### src/rtl/fulladder_bist_if.sv
// Bus between the full-adder BIST controller and its surroundings: start/status
// toward the system controller, stimulus/response toward the adder under test.
interface fulladder_bist_if #(
    parameter int WIDTH = 1
) ();
    logic               start;
    logic [WIDTH-1:0]   tst_a;
    logic [WIDTH-1:0]   tst_b;
    logic               tst_cin;
    logic [WIDTH-1:0]   dut_s;
    logic               dut_cout;
    logic               busy;
    logic               done;
    logic               pass;
    logic [15:0]        err_count;
    logic [2*WIDTH:0]   fail_vec;

    modport slave (
        input  start, dut_s, dut_cout,
        output tst_a, tst_b, tst_cin, busy, done, pass, err_count, fail_vec
    );

    modport master (
        output start, dut_s, dut_cout,
        input  tst_a, tst_b, tst_cin, busy, done, pass, err_count, fail_vec
    );
endinterface

### src/rtl/fulladder_bist.sv
// Built-in self-test controller: walks every {a,b,cin} vector into an adder under
// test, holds it SETTLE cycles, then compares the response against a golden sum.
module fulladder_bist #(
    parameter int WIDTH  = 1,
    parameter int SETTLE = 1     // legal range 1..255
) (
    input  logic            clk,
    input  logic            rst_n,
    fulladder_bist_if.slave bus
);
    localparam int          VW          = 2 * WIDTH + 1;
    localparam logic [7:0]  SETTLE_LAST = 8'(SETTLE - 1);
    localparam logic [15:0] ERR_MAX     = 16'hFFFF;

    typedef enum logic [1:0] {
        ST_IDLE  = 2'd0,
        ST_DRIVE = 2'd1,
        ST_CHECK = 2'd2,
        ST_DONE  = 2'd3
    } state_t;

    state_t             r_state;
    state_t             w_state_nxt;
    logic [VW-1:0]      r_vec;
    logic [7:0]         r_settle;
    logic [15:0]        r_err_count;
    logic [VW-1:0]      r_fail_vec;
    logic               r_busy;
    logic               r_done;
    logic               r_pass;
    logic [WIDTH-1:0]   r_tst_a;
    logic [WIDTH-1:0]   r_tst_b;
    logic               r_tst_cin;

    logic               w_launch;
    logic               w_advance;
    logic               w_finish;
    logic               w_last;
    logic               w_mismatch;
    logic [VW-1:0]      w_vec_nxt;
    logic [WIDTH:0]     w_golden;

    function automatic logic [WIDTH:0] golden_sum(input logic [WIDTH-1:0] a,
                                                  input logic [WIDTH-1:0] b,
                                                  input logic             cin);
        return {1'b0, a} + {1'b0, b} + {{WIDTH{1'b0}}, cin};
    endfunction

    assign w_last     = &r_vec;
    assign w_vec_nxt  = r_vec + {{(VW-1){1'b0}}, 1'b1};
    // The stimulus registers equal V throughout DRIVE/CHECK, so they feed the golden model.
    assign w_golden   = golden_sum(r_tst_a, r_tst_b, r_tst_cin);
    assign w_mismatch = ({bus.dut_cout, bus.dut_s} != w_golden);

    // State register.
    always_ff @(posedge clk or negedge rst_n) begin
        if (!rst_n) begin
            r_state <= ST_IDLE;
        end else begin
            r_state <= w_state_nxt;
        end
    end

    // Next-state decode and per-cycle control strobes.
    always_comb begin
        w_state_nxt = r_state;
        w_launch    = 1'b0;
        w_advance   = 1'b0;
        w_finish    = 1'b0;
        case (r_state)
            ST_IDLE, ST_DONE: begin
                if (bus.start) begin
                    w_state_nxt = ST_DRIVE;
                    w_launch    = 1'b1;
                end else begin
                    w_state_nxt = r_state;
                end
            end
            ST_DRIVE: begin
                if (r_settle == SETTLE_LAST) begin
                    w_state_nxt = ST_CHECK;
                end else begin
                    w_state_nxt = ST_DRIVE;
                end
            end
            ST_CHECK: begin
                if (w_last) begin
                    w_state_nxt = ST_DONE;
                    w_finish    = 1'b1;
                end else begin
                    w_state_nxt = ST_DRIVE;
                    w_advance   = 1'b1;
                end
            end
            default: begin
                w_state_nxt = ST_IDLE;
            end
        endcase
    end

    // Vector counter, settle counter and stimulus registers; stimulus moves only on DRIVE entry or DONE.
    always_ff @(posedge clk or negedge rst_n) begin
        if (!rst_n) begin
            r_vec     <= {VW{1'b0}};
            r_settle  <= 8'd0;
            r_tst_a   <= {WIDTH{1'b0}};
            r_tst_b   <= {WIDTH{1'b0}};
            r_tst_cin <= 1'b0;
        end else begin
            if (r_state == ST_DRIVE && r_settle != SETTLE_LAST) begin
                r_settle <= r_settle + 8'd1;
            end else begin
                r_settle <= 8'd0;
            end
            if (w_launch || w_finish) begin
                r_vec     <= {VW{1'b0}};
                r_tst_a   <= {WIDTH{1'b0}};
                r_tst_b   <= {WIDTH{1'b0}};
                r_tst_cin <= 1'b0;
            end else if (w_advance) begin
                r_vec     <= w_vec_nxt;
                r_tst_a   <= w_vec_nxt[2*WIDTH:WIDTH+1];
                r_tst_b   <= w_vec_nxt[WIDTH:1];
                r_tst_cin <= w_vec_nxt[0];
            end
        end
    end

    // Result registers; a zero error count marks the first mismatch of the run.
    always_ff @(posedge clk or negedge rst_n) begin
        if (!rst_n) begin
            r_err_count <= 16'd0;
            r_fail_vec  <= {VW{1'b0}};
            r_busy      <= 1'b0;
            r_done      <= 1'b0;
            r_pass      <= 1'b0;
        end else if (w_launch) begin
            r_err_count <= 16'd0;
            r_fail_vec  <= {VW{1'b0}};
            r_busy      <= 1'b1;
            r_done      <= 1'b0;
            r_pass      <= 1'b0;
        end else if (r_state == ST_CHECK) begin
            if (w_mismatch) begin
                if (r_err_count == 16'd0) begin
                    r_fail_vec <= r_vec;
                end
                if (r_err_count != ERR_MAX) begin
                    r_err_count <= r_err_count + 16'd1;
                end
            end
            if (w_finish) begin
                r_busy <= 1'b0;
                r_done <= 1'b1;
                r_pass <= (r_err_count == 16'd0) && !w_mismatch;
            end
        end
    end

    assign bus.tst_a     = r_tst_a;
    assign bus.tst_b     = r_tst_b;
    assign bus.tst_cin   = r_tst_cin;
    assign bus.busy      = r_busy;
    assign bus.done      = r_done;
    assign bus.pass      = r_pass;
    assign bus.err_count = r_err_count;
    assign bus.fail_vec  = r_fail_vec;
endmodule

### src/flat_wrapper.sv
// flat-port wrapper written by rule: the top's interface ports become plain ports
module fulladder_bist_flat 
#(
    parameter int WIDTH  = 1,
    parameter int SETTLE = 1                          
)
  (clk, rst_n, bus_start, bus_dut_s, bus_dut_cout, bus_tst_a, bus_tst_b, bus_tst_cin, bus_busy, bus_done, bus_pass, bus_err_count, bus_fail_vec);
  fulladder_bist_if #(.WIDTH(WIDTH)) bus_i ();
  input  logic clk;
  input  logic rst_n;
  input wire logic [$bits(bus_i.start)-1:0] bus_start;
  input wire logic [$bits(bus_i.dut_s)-1:0] bus_dut_s;
  input wire logic [$bits(bus_i.dut_cout)-1:0] bus_dut_cout;
  output wire logic [$bits(bus_i.tst_a)-1:0] bus_tst_a;
  output wire logic [$bits(bus_i.tst_b)-1:0] bus_tst_b;
  output wire logic [$bits(bus_i.tst_cin)-1:0] bus_tst_cin;
  output wire logic [$bits(bus_i.busy)-1:0] bus_busy;
  output wire logic [$bits(bus_i.done)-1:0] bus_done;
  output wire logic [$bits(bus_i.pass)-1:0] bus_pass;
  output wire logic [$bits(bus_i.err_count)-1:0] bus_err_count;
  output wire logic [$bits(bus_i.fail_vec)-1:0] bus_fail_vec;
  assign bus_i.start = bus_start;
  assign bus_i.dut_s = bus_dut_s;
  assign bus_i.dut_cout = bus_dut_cout;
  assign bus_tst_a = bus_i.tst_a;
  assign bus_tst_b = bus_i.tst_b;
  assign bus_tst_cin = bus_i.tst_cin;
  assign bus_busy = bus_i.busy;
  assign bus_done = bus_i.done;
  assign bus_pass = bus_i.pass;
  assign bus_err_count = bus_i.err_count;
  assign bus_fail_vec = bus_i.fail_vec;
  fulladder_bist #(.WIDTH(WIDTH), .SETTLE(SETTLE)) u_core (.clk(clk), .rst_n(rst_n), .bus(bus_i));
endmodule
### config.mk
export PLATFORM = sky130hd
export DESIGN_NAME = fulladder_bist_flat
export DESIGN_NICKNAME = d
export VERILOG_FILES = /design/src/rtl/fulladder_bist_if.sv /design/src/rtl/fulladder_bist.sv /design/src/flat_wrapper.sv
export SDC_FILE = /design/constraint.sdc
export NUM_CORES = 1
export LEC_CHECK = 0
export ABC_AREA = 1
export CORE_ASPECT_RATIO = 0.5
export CORE_MARGIN = 2
export CORE_UTILIZATION = 48
export CTS_BUF_LIST = sky130_fd_sc_hd__clkbuf_8
export DETAILED_ROUTE_END_ITERATION = 10
export PLACE_DENSITY_LB_ADDON = 0.05
export SYNTH_ARGS = -nofsm -noshare
export SYNTH_HDL_FRONTEND = slang
export SYNTH_SLANG_ARGS = --single-unit
### constraint.sdc
create_clock -name clk -period 2.25 [get_ports clk]
set_input_delay 0.3375 -clock clk [delete_from_list [all_inputs] [get_ports clk]]
set_output_delay 0.3375 -clock clk [all_outputs]
set_load 0.05 [all_outputs]
==> impl_metrics.ini <==
[critical_path]
cpPeakStageDelay_ns = 0.57
worstPathMaxFanout = 9
ff2ff_setup_slack_ns = 0.26
cp_slowest_cell = fa_1
crit_arrival_ns = 2.19
worstSetupPathType = reg -> reg
crit_chain = fa_1 > nand2_1 > nand3_1 > nand4_1 > o21ai_0
required_ns = 2.45
start_kind = flip-flop
end_kind = flip-flop

[clock_tree]
numCtsBuffers = 5
cts_sinks = 35
clk-insertion-delay-late_ns = 0.29
postCtsSetupRepairBufs = 0
cts-root-buf = clkbuf_8
htree_levels = 2
cts_tree = built
cts-resized-gates = 0
clkTransAtPathRegs_ns = 0.08
cts_hold_buf = 0
cts_max_path_buffers = 2

[sta]
finalWorstSetupSlack_ns = 0.259
whs_ns = 0.449
post-route-min-period_ns = 1.99
worst_slew_margin_rel = 0.653
post-route-period-util = 0.885
worstMarginPinSlew_ns = 0.519
fin_skew_ns = 0.00536
tns_ns = 0
hold_viol = 0
rsz0062_at_grt = no
drv_slew = 0
final-setup-viol-count = 0
fmax_mhz = 502

[die]
start_util = 0.518
dieArea_sq_um = 4940
ios = 30
dieWidth_um = 97.4
core_area_sq_um = 4040
rows = 16
fp.dieH_um = 50.7

[global_routing]
grt_max_degree = 36
grt-ovfl-total = 0
grt_pass1_wl_um = 7890
grt_pass1_vias = 1748
antenna_found_initial = 0
track_usage = 0.201

[detailed_routing]
drc = 0
vias_per_cell = 5.05
dr.first_iter.drc_count = 89
routed_wl_um = 4600
first_pass_iters = 4
ant_nets = 0
avgRoutedWirePerCell_um = 12.1
via_count = 1914

[job]
drv_cap = 0

[power]
switchingPower_mw = 1.11
clkPwrFrac = 0.238
swShare = 0.438
internal-power_mw = 1.42
p_leak_nw = 1.25
p_comb_frac = 0.443
ir_drop_mv = 0.479
p_seq_frac = 0.319
power_density_nw_per_um2 = 986

[hold_path]
hold_class = in -> async

[placement]
routabilityCongestion = 0.782
dp_slack_ns = 0.277
dp.final_hpwl_um = 3410
io_buffers = 29
place_inst = 371

[yosys]
synth_area_sq_um = 2090
synth_area_leaders = dfrtp_1, nand2_1, inv_1
yosysSeqAreaShare = 0.418
synth_top_area_frac = 0.418
syn_inst = 288
ys_seq_elements = 35
syn_nets = 302
synth.avg_cell_area_sq_um = 7.27
yosysTopAreaCell = dfrtp_1
yosysUniqueCellTypes = 26
ys_warn_count = 0

[outcome]
status = complete, no violations

[finish]
antenna_cells = 0
drive_gt1_frac = 0.0646
final_nets = 338
stdcell_count = 379
area_delta_synth_final_pct = 22.7
worst max-delay path: cells and delay by family (launching register included):
family / cells / cell delay (ns)
flip-flops: 1 / 0.43
AO/OA/AOI/OAI: 1 / 0.32
AND/OR/NAND/NOR: 3 / 0.57
adder cells (fa/ha/maj): 1 / 0.57
cell type report:
type	instances	area, sq um
well taps	54	67.6
flip-flops and latches	35	876
inverters	46	173
clock buffers	6	82.6
fillers	369	1480
clock inverters	2	35.0
repair buffers	31	305
multi-input cells	205	1030
cell usage after synthesis (all sizes together):
cell type  number
xor2            5
a21oi           3
nand3          26
ha              8
nor3b           2
nand3b          1
dfrtp          35
buf             1
nor2           38
nand4           6
a22oi           1
inv            46
nor3            5
clkbuf          1
o21bai          1
o21ai          22
fa              1
nand2          85
and3            1
power groups by stage:
| stage | clock network, mW | registers [mW] | logic, mW |
|---|---|---|---|
| after floorplan | 0 | 1.05 | 0.582 |
| final | 0.603 | 0.809 | 1.12 |
| after detailed placement | 0 | 0.823 | 1.12 |
| after global routing | 0.639 | 0.825 | 1.26 |
| after CTS | 0.609 | 0.809 | 1.13 |
| after global placement | 0 | 0.814 | 1.11 |
path summary, 6_finish.rpt:
| kind | endpoint | cells past startpoint | startpoint |
|---|---|---|---|
| max | u_core.bus.err_count[6]$_DFFE_PN0P_ | 5 | u_core.r_vec[0]$_DFFE_PN0P_ |
| min | u_core.bus.err_count[7]$_DFFE_PN0P_ | 2 | rst_n |
| max reg2reg | u_core.bus.err_count[6]$_DFFE_PN0P_ | 5 | u_core.r_vec[0]$_DFFE_PN0P_ |
| min reg2reg | u_core.bus.busy$_DFFE_PN0P_ | 2 | u_core.bus.busy$_DFFE_PN0P_ |
| max in group asynchronous | u_core.r_state[0]$_DFFE_PN0P_ | 2 | rst_n |
| min in group clk | u_core.bus.busy$_DFFE_PN0P_ | 2 | u_core.bus.busy$_DFFE_PN0P_ |
cells by family (layout without fill, tap and decap cells):
kind of cell | Yosys count | count (layout) | share of synthesized area
AO/OA/AOI/OAI | 27 | 27 | 0.0669
XOR/XNOR | 5 | 5 | 0.0209
buffers and inverters | 48 | 85 | 0.0897
AND/OR/NAND/NOR | 164 | 164 | 0.347
flip-flops | 35 | 35 | 0.418
adder cells (fa/ha/maj) | 9 | 9 | 0.0574
metal layers:
layer	GRT usage	part of all wire	wire, um	vias up
met5	0	0	0	-
met4	0.0417	0.0083	38	0
met3	0.0571	0.063	289	6
met2	0.338	0.44	2010	40
met1	0.263	0.49	2260	891
li1	-	-	-	977
sequential cells by signal (all words and copies together), names as in the netlist:
signal,flops
u_core.bus.err_count,16
u_core.r_settle,8
u_core.bus.fail_vec,3
u_core.r_vec,3
u_core.r_state,2
u_core.bus.busy,1
u_core.bus.done,1
u_core.bus.pass,1
layout by cell type, fill, tap and decap left out:
cell             netlist  routed
nand2_1               82      82
inv_1                 43      43
dfrtp_1               35      35
nor2_1                34      34
clkdlybuf4s50_1        0      29
nand3_1               25      25
o21ai_0               19      19
ha_1                   8       8
nand4_1                6       6
clkbuf_8               0       6
nor3_1                 5       5
xor2_1                 5       5
a21oi_1                3       3
nor2_4                 3       3
inv_2                  3       3
o21ai_1                3       3
nor3b_1                2       2
nand2_2                2       2
buf_4                  0       2
and3_1                 1       1
nand3_2                1       1
nor2_2                 1       1
nand2_4                1       1
a22oi_1                1       1
nand3b_1               1       1
o21bai_1               1       1
fa_1                   1       1
clkinv_2               0       1
bufinv_16              0       1
metrics by stage:
stage               utilization  cell area (sq um)  total power [mW]
floorplan                     -               2090              1.63
global placement          0.606               2450              1.93
detailed placement        0.606               2450              1.94
CTS                       0.635               2570              2.55
global route              0.635               2570              2.73
finish                    0.635               2570              2.53
Note: power is estimated with default switching activity, not from simulation.
